File: config.mk
export PLATFORM = sky130hd
export DESIGN_NAME = irq_ctrl
export DESIGN_NICKNAME = d
export VERILOG_FILES = /design/src/rtl/irq_ctrl.sv
export SDC_FILE = /design/constraint.sdc
export NUM_CORES = 1
export LEC_CHECK = 0
export CORE_ASPECT_RATIO = 1.5
export CORE_UTILIZATION = 48
export DETAILED_ROUTE_END_ITERATION = 8
export HOLD_SLACK_MARGIN = 0.15
export PLACE_DENSITY = 0.83
export SYNTH_ARGS = -nofsm -noshare
export SYNTH_HDL_FRONTEND = slang
export SYNTH_SLANG_ARGS = --single-unit
export TNS_END_PERCENT = 1
File: constraint.sdc
create_clock -name clk -period 4.36 [get_ports clk]
set_clock_uncertainty 0.05 [all_clocks]
set_input_delay 0.872 -clock clk [delete_from_list [all_inputs] [get_ports clk]]
set_output_delay 0.872 -clock clk [all_outputs]
set_load 0.005 [all_outputs]
File: src/rtl/irq_ctrl.sv
// irq_ctrl: prioritised interrupt/exception controller for a simple in-order
// pipeline. Synchronises raw request lines, latches edges, arbitrates against
// a mask, and sequences ENTER/SERVICE/RETURN with one-cycle redirect strobes.
module irq_ctrl #(
    parameter int unsigned        NUM_IRQ  = 4,
    parameter logic [NUM_IRQ-1:0] EDGE     = {NUM_IRQ{1'b1}},
    parameter logic [31:0]        VEC_BASE = 32'h0000_0100,
    parameter int unsigned        ID_W     = 5
) (
    input  logic               clk,
    input  logic               reset,
    input  logic [NUM_IRQ-1:0] irq,
    input  logic               excp,
    input  logic               iret,
    input  logic               jmp,
    input  logic [31:0]        pc_in,
    input  logic               mask_we,
    input  logic [NUM_IRQ-1:0] mask_wdata,
    output logic [31:0]        pc_out,
    output logic               pc_en,
    output logic               flush,
    output logic [31:0]        epc,
    output logic [ID_W-1:0]    cause,
    output logic               in_service,
    output logic [NUM_IRQ-1:0] pending,
    output logic               double_fault
);

    typedef enum logic [1:0] {
        ST_IDLE,
        ST_ENTER,
        ST_SERVICE,
        ST_RETURN
    } state_t;

    state_t state_q, state_d;

    logic [NUM_IRQ-1:0] sync1_q;
    logic [NUM_IRQ-1:0] sync2_q;
    logic [NUM_IRQ-1:0] prev_q;
    logic [NUM_IRQ-1:0] edge_pend_q, edge_pend_d;
    logic [NUM_IRQ-1:0] mask_q, mask_d;

    logic [NUM_IRQ-1:0] rise;
    logic [NUM_IRQ-1:0] pend_vec;
    logic [NUM_IRQ-1:0] eligible;
    logic [NUM_IRQ-1:0] sel_onehot;
    logic [NUM_IRQ-1:0] take_clr;
    logic [ID_W-1:0]    sel_id;
    logic               any_elig;

    logic [31:0]        epc_q, epc_d;
    logic [31:0]        pc_out_q, pc_out_d;
    logic [ID_W-1:0]    cause_q, cause_d;
    logic               dfault_q, dfault_d;

    // Vector table slot for a cause: 8 bytes per entry.
    function automatic logic [31:0] vec_addr(input logic [ID_W-1:0] id);
        return VEC_BASE + (32'(id) << 3);
    endfunction

    // Two-flop synchroniser plus one delayed copy for rising-edge detection.
    always_ff @(posedge clk or posedge reset) begin
        if (reset) begin
            sync1_q <= '0;
            sync2_q <= '0;
            prev_q  <= '0;
        end else begin
            sync1_q <= irq;
            sync2_q <= sync1_q;
            prev_q  <= sync2_q;
        end
    end

    // Edge lines latch on a synchronised rise; level lines follow sync_irq directly.
    always_comb begin
        rise     = sync2_q & ~prev_q;
        pend_vec = (EDGE & edge_pend_q) | (~EDGE & sync2_q);
        eligible = pend_vec & mask_q;
    end

    // Fixed priority: lowest eligible index wins.
    always_comb begin
        any_elig   = 1'b0;
        sel_id     = '0;
        sel_onehot = '0;
        for (int unsigned i = 0; i < NUM_IRQ; i++) begin
            if (eligible[i] && !any_elig) begin
                any_elig      = 1'b1;
                sel_id        = ID_W'(i);
                sel_onehot[i] = 1'b1;
            end
        end
    end

    // Pending-set has priority over the take-clear in the same cycle; mask writes land in any state.
    always_comb begin
        edge_pend_d = ((edge_pend_q & ~take_clr) | rise) & EDGE;
        mask_d      = mask_we ? mask_wdata : mask_q;
    end

    // Next-state decode and the registered context (epc, cause, redirect target, double fault).
    always_comb begin
        state_d  = state_q;
        epc_d    = epc_q;
        cause_d  = cause_q;
        pc_out_d = pc_out_q;
        dfault_d = dfault_q;
        take_clr = '0;
        case (state_q)
            ST_IDLE: begin
                if (excp) begin
                    state_d  = ST_ENTER;
                    cause_d  = ID_W'(NUM_IRQ);
                    epc_d    = pc_in;
                    pc_out_d = vec_addr(ID_W'(NUM_IRQ));
                end else if (any_elig && !jmp) begin
                    state_d  = ST_ENTER;
                    cause_d  = sel_id;
                    epc_d    = pc_in;
                    pc_out_d = vec_addr(sel_id);
                    take_clr = sel_onehot;
                end
            end
            ST_ENTER: begin
                state_d = ST_SERVICE;
            end
            ST_SERVICE: begin
                if (iret) begin
                    state_d  = ST_RETURN;
                    pc_out_d = epc_q;
                end else if (excp) begin
                    dfault_d = 1'b1;
                end
            end
            ST_RETURN: begin
                state_d = ST_IDLE;
            end
            default: begin
                state_d = ST_IDLE;
            end
        endcase
    end

    // State and context registers.
    always_ff @(posedge clk or posedge reset) begin
        if (reset) begin
            state_q     <= ST_IDLE;
            edge_pend_q <= '0;
            mask_q      <= '0;
            epc_q       <= '0;
            cause_q     <= '0;
            pc_out_q    <= '0;
            dfault_q    <= 1'b0;
        end else begin
            state_q     <= state_d;
            edge_pend_q <= edge_pend_d;
            mask_q      <= mask_d;
            epc_q       <= epc_d;
            cause_q     <= cause_d;
            pc_out_q    <= pc_out_d;
            dfault_q    <= dfault_d;
        end
    end

    // Strobes are decoded from state alone so an asynchronous reset kills them at once.
    always_comb begin
        pc_en        = (state_q == ST_ENTER) || (state_q == ST_RETURN);
        flush        = (state_q == ST_ENTER) || (state_q == ST_RETURN);
        in_service   = (state_q == ST_SERVICE);
        pc_out       = pc_out_q;
        epc          = epc_q;
        cause        = cause_q;
        pending      = pend_vec;
        double_fault = dfault_q;
    end

endmodule
; ---- Word level (Yosys, flattened, before mapping)
; Index checks and enable logic that the tools add are counted.
[word_totals]
out_inout_bits = 77
elab_cells = 64
in_bits = 46
ff_bits = 92
[classes]
reduce_logical = 16
eq_ne = 5
muxes = 25
n_addsub = 1
bitwise_logic = 7
[op_table]
columns = operator, count
row1 = $mux W32, 5
row2 = $pmux W32 S2, 1
row3 = $mux W5, 3
row4 = $and A4 B4 Y4, 3
row5 = $mux W4, 3
row6 = $add A9 B8 Y10 const A, 1
row7 = $mux W1, 8
row8 = $mux W2, 4
row9 = $not A4 Y4, 2
row10 = $pmux W2 S4, 1
row11 = $reduce_and A3 Y1, 2
row12 = $eq A2 B2 Y1 const B, 2
row13 = $logic_and A1 B1 Y1, 4
row14 = $logic_not A1 Y1, 4
row15 = $or A4 B4 Y4, 1
row16 = $reduce_and A2 Y1, 2
row17 = $reduce_bool A2 Y1, 2
row18 = $ne A3 B3 Y1 const B, 1
row19 = $eq A2 B1 Y1 const B, 1
row20 = $logic_not A2 Y1, 1
row21 = $ne A2 B2 Y1 const B, 1
row22 = $logic_or A1 B1 Y1, 1
row23 = $not A1 Y1, 1

; ---- Longest topological paths before layout
; Gate-level depths: netlist of run 1.
[logic_depth]
depth_word = 18
ltp_mapped = 8
depth_no_buf = 6

; ---- Least setup slack after synthesis of run 1
; No wires, ideal clock.
[synth_timing]
path_kind = input port to flip-flop
from = input port excp
to = register pc_out_q[3] (netlist: pc_out[3])
path_buffers = 2
setup_time_ns = 0.125
arrival_time_ns = 1.862
setup_slack_ns = 2.323
t_required_ns = 4.185
path_stages = 5
path_cell_list = buf_2 > nand2b_1 > o21ai_2 > buf_6 > mux2_4
[synth_via]
elab_chain_cells = 2
word_cells_on_any_way = 4
cone_classes = eq/ne (1) / mux (2) / reduce/logical (1)
[synth_rtl]
columns = element, line
row1 = from (decl), 13  ; input logic excp,
row2 = $ne A3 B3 Y1 (no line) or $mux W32 (tied branches), --
row3 = $reduce_and A3 Y1 (no line) or $pmux W32 S2 (tied branches), --
row4 = to (signal assigned), 161  ; pc_out_q <= pc_out_d;
row5 = to (decl), 53  ; logic [31:0] pc_out_q, pc_out_d;
; Parallel ways exist; a longest one is shown, timed or not.
; A chain may end at the register's enable or synchronous reset.

; ---- Final worst setup path of run 1
[layout_timing]
from = register state_q[0]
to = output port in_service
[layout_via]
elab_chain_cells = 1
[layout_rtl]
columns = element, line
row1 = from (decl), 36  ; state_t state_q, state_d;
row2 = from (signal assigned), 156  ; state_q <= state_d;
row3 = $eq A2 B2 Y1, 170  ; in_service = (state_q == ST_SERVICE);
row4 = to (decl), 24  ; output logic in_service,
; Every way passes these cells.

==> results of run 1 <==
-- layer usage --
| layer | GRT usage (%) | vias to the layer above | routed length, um |
|---|---|---|---|
| met2 | 35.24 | 88 | 3978 |
| li1 | - | 1075 | - |
| met5 | 0 | - | 0 |
| met1 | 26.23 | 1223 | 2834 |
| met4 | 8.429 | 0 | 106 |
| met3 | 4.455 | 6 | 401 |
-- area by class of cell --
class                   instances  area (sq um)  area share, %
flip-flops and latches         90          2252          46.13
repair buffers                125          1239          25.37
multi-input cells             118          1059          21.68
clock buffers                  12         165.2          3.383
well taps                      78         97.59          1.999
inverters                      12         46.29         0.9482
clock inverters                 3         23.77         0.4869
-- cell usage in the layout, fill, tap and decap left out, drive strengths merged, types with 3 or more instances in the layout --
cell type and count:
clkdlybuf4s50 120, dfrtp 90, mux2 41, a22o 30
clkbuf 12, inv 11, nand2 9, buf 5
o21ai 5, ha 4, a21oi 4, a22oi 3
-- critical path, delay by kind of cell (launching register included) --
| family | cells | cell delay [ns] |
|---|---|---|
| buffers and inverters | 2 | 0.67 |
| flip-flops | 1 | 0.42 |
| adder cells (fa/ha/maj) | 1 | 0.38 |
-- power by group through the flow --
stage / Sequential (mW) / Clock, mW / Combinational [mW]
finish: 1.34 / 0.523 / 1.37
global route: 1.38 / 0.569 / 1.48
CTS: 1.34 / 0.539 / 1.39
detailed placement: 1.35 / 0 / 1.38
global placement: 1.35 / 0 / 1.35
floorplan: 1.34 / 0 / 0.671
-- synth_stat cells (3+ instances only) --
| master | n | share of area, % |
|---|---|---|
| nand2_1 | 9 | 0.98 |
| buf_4 | 6 | 1.3 |
| buf_6 | 5 | 1.6 |
| mux2_2 | 38 | 12 |
| dfrtp_1 | 90 | 65 |
| inv_1 | 12 | 1.3 |
| ha_1 | 4 | 1.4 |
| a21oi_1 | 3 | 0.43 |
| a22o_1 | 30 | 7.6 |
-- flip-flops by register name, indices dropped and copies added (netlist names) --
signal and count:
epc 32, pc_out 32, mask_q 4, pending 4
prev_q 4, sync1_q 4, sync2_q 4, cause 3
state_q 2, double_fault 1
-- kinds of logic (layout without fill, tap and decap cells) --
| logic type | count (synthesis) | in the layout | synth area share [%] |
|---|---|---|---|
| compound gates | 52 | 52 | 12.64 |
| fa+ha+maj | 4 | 4 | 1.445 |
| buf+inv | 26 | 152 | 4.624 |
| flops | 90 | 90 | 65.03 |
| mux | 41 | 41 | 13.44 |
| other cells | 1 | 2 | 0.1083 |
| simple gates | 19 | 19 | 2.710 |
-- worst max path at each step --
stage | from | end | depth (start not counted)
after floorplan | reset | cause[0] | 1
after global routing | state_q[0] | in_service | 3
final | state_q[0] | in_service | 3
after CTS | state_q[0] | in_service | 3
after detailed placement | excp | epc[14] | 4
after global placement | excp | epc[10] | 4
==> flow_metrics.env, run 1 <==
export IMPL_status="finished with violations"
export IMPL_violations="design-rule violations"
export IMPL_syn_area_sq_um=3463
export IMPL_crit_type="reg2out"
export IMPL_rsz0062_at_grt="false"
export IMPL_final_util_pct=70.78
export IMPL_cts_resized=0
export IMPL_finalMaxSlewViolations=0
export IMPL_filler_cell_count=488
export IMPL_fp_dieH_um=106.0
export IMPL_setup_worst_path_end_class="output port"
export IMPL_clock_sinks=90
export IMPL_cts_buffers=9
export IMPL_drive_gt1_share_pct=18.33
export IMPL_synth_edff_count=0
export IMPL_port_buffers=120
export IMPL_synth_cell_types=37
export IMPL_peakVddDrop_mv=0.4232
export IMPL_gp_congestion=0.7979
export IMPL_p_comb_share_pct=42.3
export IMPL_finalHoldViolCount=0
export IMPL_p_leak_nw=2.151
export IMPL_clkTransAtPathRegs_ns=0.08
export IMPL_async_flop_share_pct=100.0
export IMPL_dp_hpwl_um=5235
export IMPL_yosysWarnings=0
export IMPL_drt_iter0_markers=114
export IMPL_synth_seq_area_share_pct=65.03
export IMPL_rows=37
export IMPL_p_int_mw=2.265
export IMPL_timing_fmax_ghz=0.3678
export IMPL_relSlewSlack_pct=44.65
export IMPL_hold_path_endpoint="sync2_q[1]"
export IMPL_wl_per_cell_um=16.71
export IMPL_min_period_ns=2.719
export IMPL_setup_viol=0
export IMPL_grt_total_usage_pct=20.99
export IMPL_dr_pass1_iters=6
export IMPL_drv_cap=0
export IMPL_viasPerCell=5.461
export IMPL_crit_chain="inv_1, ha_1, clkdlybuf4s50_1"
export IMPL_p_sw_mw=0.9702
export IMPL_setup_tns_ns=0
export IMPL_dr_total_vias=2392
export IMPL_worstRegToRegCells=5
export IMPL_worst_pin_slew_ns=0.8303
export IMPL_place_inst=423
export IMPL_reg2reg_to="epc[14]"
export IMPL_holdBufCountCts=0
export IMPL_syn2layout_area_growth_pct=40.97
export IMPL_hold_ws_ns=0.3024
export IMPL_sw_frac_of_total_pct=29.99
export IMPL_grt_pass1_vias=2456
export IMPL_dp_slack_ns=1.311
export IMPL_power_density_nw_per_um2=662.7
export IMPL_ant_nets=0
export IMPL_power_mw=3.235
export IMPL_synth_seq_cells=90
export IMPL_chipWidth_um=71.36
export IMPL_synth_cells=233
export IMPL_clockBufferDepth=2
export IMPL_reg2reg_slack_ns=2.04
export IMPL_dieArea_sq_um=7566
export IMPL_final_area_sq_um=4882
export IMPL_synthFlopType="dfrtp_1"
export IMPL_grt_pass1_wl_um=12100
export IMPL_hold_class="reg2reg"
export IMPL_critPathMaxFanout=10
export IMPL_htree_levels=3
export IMPL_start_kind="flop"
export IMPL_grt_max_degree=49
export IMPL_layout_setup_ws_ns=1.641
export IMPL_clock_root_buffer="clkbuf_8"
export IMPL_final_cells=438
export IMPL_io_pins=123
export IMPL_clock_latency_ns=0.34
export IMPL_power_frac_seq_pct=41.5
export IMPL_finalCritPeriodShare_pct=62.36
export IMPL_post_dp_cell_area_sq_um=4693
export IMPL_holdCritStartpoint="sync1_q[1]"
export IMPL_antenna_cells=0
export IMPL_nets=406
export IMPL_cp_data_arrival_time_ns=1.80
export IMPL_antenna_found_initial=0
export IMPL_drc=7
export IMPL_required_ns=3.44
export IMPL_core_area_sq_um=6898
export IMPL_crit_slowest_cell="clkdlybuf4s50_1"
export IMPL_r2r_start="pending[2]"
export IMPL_start_util_pct=50.21
export IMPL_syn_area_per_cell_sq_um=14.86
export IMPL_power_share_clock_pct=16.2
export IMPL_cpPeakStageDelay_ns=0.57
export IMPL_cts_tree="built"
export IMPL_post_cts_setup_buffer_count=0
export IMPL_hold_depth=0
export IMPL_gr_total_overflow=0
export IMPL_wl_um=7321
(Power assumes the default switching activity.)
==> run 2, diff against run 1 <==
CORE_UTILIZATION = 40   (was 48)
PLACE_DENSITY = 0.73   (was 0.83)
clock period = 2.3 ns   (was 4.36 ns; I/O delays follow)
==> run 2 against run 1 <==
  * Power grew 100%
  * Routed wire length grew 6.4%
  * Largest power group unchanged
  * Flip-flop and latch count is the same
  * Combinational power grew 100%
  * Via count shrank 0.79%
  * Register-to-register slack lost 1.7 ns
  * The run now ends clean
  * Clock power grew to 2.5 times the previous value
  * Largest cell class unchanged
  * Sequential power grew 90%
  * Global-route usage shrank 2.9 points
  * Non-clock buffer count grew 3
  * Critical path depth grew 1
==> flow_metrics.env, run 2 (same netlist as run 1, synthesis figures left out) <==
export IMPL_status="completed"
export IMPL_peakVddDrop_mv=0.7647
export IMPL_rsz0062_at_grt="false"
export IMPL_dr_total_vias=2373
export IMPL_grt_pass1_wl_um=12270
export IMPL_crit_type="reg2out"
export IMPL_min_period_ns=2.228
export IMPL_power_density_nw_per_um2=1301
export IMPL_post_cts_setup_buffer_count=0
export IMPL_setup_worst_path_end_class="output port"
export IMPL_fp_dieH_um=116.0
export IMPL_required_ns=1.79
export IMPL_chipWidth_um=77.98
export IMPL_port_buffers=120
export IMPL_p_leak_nw=2.238
export IMPL_syn2layout_area_growth_pct=46.89
export IMPL_cts_tree="built"
export IMPL_finalCritPeriodShare_pct=96.87
export IMPL_final_cell_mix="clkdlybuf4s50_1, dfrtp_1, mux2_2"
export IMPL_dp_hpwl_um=5473
export IMPL_grt_total_usage_pct=18.11
export IMPL_dr_pass1_iters=4
export IMPL_drv_cap=0
export IMPL_grt_pass1_vias=2422
export IMPL_setup_tns_ns=0
export IMPL_start_util_pct=41.17
export IMPL_timing_fmax_ghz=0.4488
export IMPL_wl_per_cell_um=16.54
export IMPL_finalMaxSlewViolations=0
export IMPL_clock_latency_ns=0.33
export IMPL_hold_class="reg2reg"
export IMPL_core_area_sq_um=8413
export IMPL_drt_iter0_markers=96
export IMPL_gr_total_overflow=0
export IMPL_wl_um=7790
export IMPL_regArea_sq_um=2252
export IMPL_cts_buffers=9
export IMPL_drive_gt1_share_pct=18.68
export IMPL_clock_root_buffer="clkbuf_16"
export IMPL_cp_data_arrival_time_ns=1.72
export IMPL_antenna_cells=0
export IMPL_grt_max_degree=91
export IMPL_htree_levels=3
export IMPL_setup_viol=0
export IMPL_clock_sinks=90
export IMPL_viasPerCell=5.038
export IMPL_antenna_found_initial=0
export IMPL_filler_cell_count=696
export IMPL_critPathMaxFanout=4
export IMPL_gp_congestion=0.8232
export IMPL_rows=41
export IMPL_final_util_pct=60.47
export IMPL_finalHoldViolCount=0
export IMPL_clockBufferDepth=2
export IMPL_multi_input_area_sq_um=1061
export IMPL_drc=0
export IMPL_start_kind="flop"
export IMPL_clkTransAtPathRegs_ns=0.06
export IMPL_nets=409
export IMPL_layout_commonest_cell="clkdlybuf4s50_1"
export IMPL_ant_nets=0
export IMPL_io_pins=123
export IMPL_dieArea_sq_um=9042
[run 2: changes by cell type in the layout (fill, tap and decap cells not counted)]
| cell | change |
|---|---|
| buf_4 | -2 |
| buf_12 | +5 |
| dlymetal6s2s_1 | +1 |
| clkdlybuf4s50_1 | -1 |
| clkbuf_1 | +3 |
| clkinv_2 | +2 |
| ha_2 | +1 |
| clkinvlp_4 | -1 |
| clkbuf_8 | -11 |
| ha_1 | -1 |
| clkinv_4 | -1 |
| clkbuf_16 | +9 |
[run 2: through the flow]
stage | instances | total power [mW] | instance area [sq um] | hold slack, ns | setup WS, ns
final | 471 | 6.619 | 5087 | 0.3027 | 0.07205
after global routing | 471 | 7.006 | 5087 | 0.3136 | 0.01299
after CTS | 471 | 6.699 | 5085 | 0.3088 | 0.03353
after detailed placement | 455 | 5.351 | 4817 | 0.2910 | 0.1471
after global placement | 455 | 5.277 | 4817 | 0.2902 | 0.1752
after floorplan | 234 | 3.816 | 3471 | 0.2812 | 0.5165
[run 2: routing by layer]
layer | up-vias | wire (um) | track usage, %
li1 | 1078 | - | -
met1 | 1209 | 3118 | 21.66
met2 | 77 | 4158 | 31.15
met3 | 9 | 352 | 3.622
met4 | 0 | 162 | 9.136
met5 | - | 0 | 0
[run 2: power breakdown]
group,switching [mW],internal (mW)
logic,0.966,1.79
registers,0.405,2.15
clock network,0.552,0.757
total,1.92,4.70
[run 2: repair_timing]
item                                    in CTS  in global routing
endpoints found under the setup margin       1                  1
cloned                                       0                  0
hold buffers                                 0                  0
gates resized for setup                      1                  1
pin swaps                                    0                  0
[run 2: area by class of cell]
cell class                      instances  share of cell area (%)
Sequential cell                        90                   44.27
Timing Repair Buffer                  128                   26.07
Multi-Input combinational cell        118                   20.86
Clock buffer                           13                   4.919
Tap cell                              107                   2.632
Inverter                               12                  0.9592
Clock inverter                          3                  0.2951
[run 2: final timing paths]
check	from	endpoint	slack [ns]	depth (start not counted)
worst min register to register	sync1_q[1]	sync2_q[1]	0.30	0
min in group asynchronous	reset	epc[12]	0.54	3
worst max-delay path	state_q[1]	pc_en	0.07	4
worst max register to register	state_q[0]	pc_out[3]	0.37	6
worst min-delay path	sync1_q[1]	sync2_q[1]	0.30	0
max in group asynchronous	reset	state_q[1]	1.28	3
[run 2: critical path, stage by stage (launching register included)]
cell,delay (ns)
dfrtp_1,0.39
inv_1,0.07
ha_1,0.17
or2_2,0.30
clkdlybuf4s50_1,0.45
==> run 3, diff against run 2 <==
SLEW_MARGIN = 25   (was default)
==> results of run 3 <==
No change in the layout: final DEF, timing and power equal those of run 2.
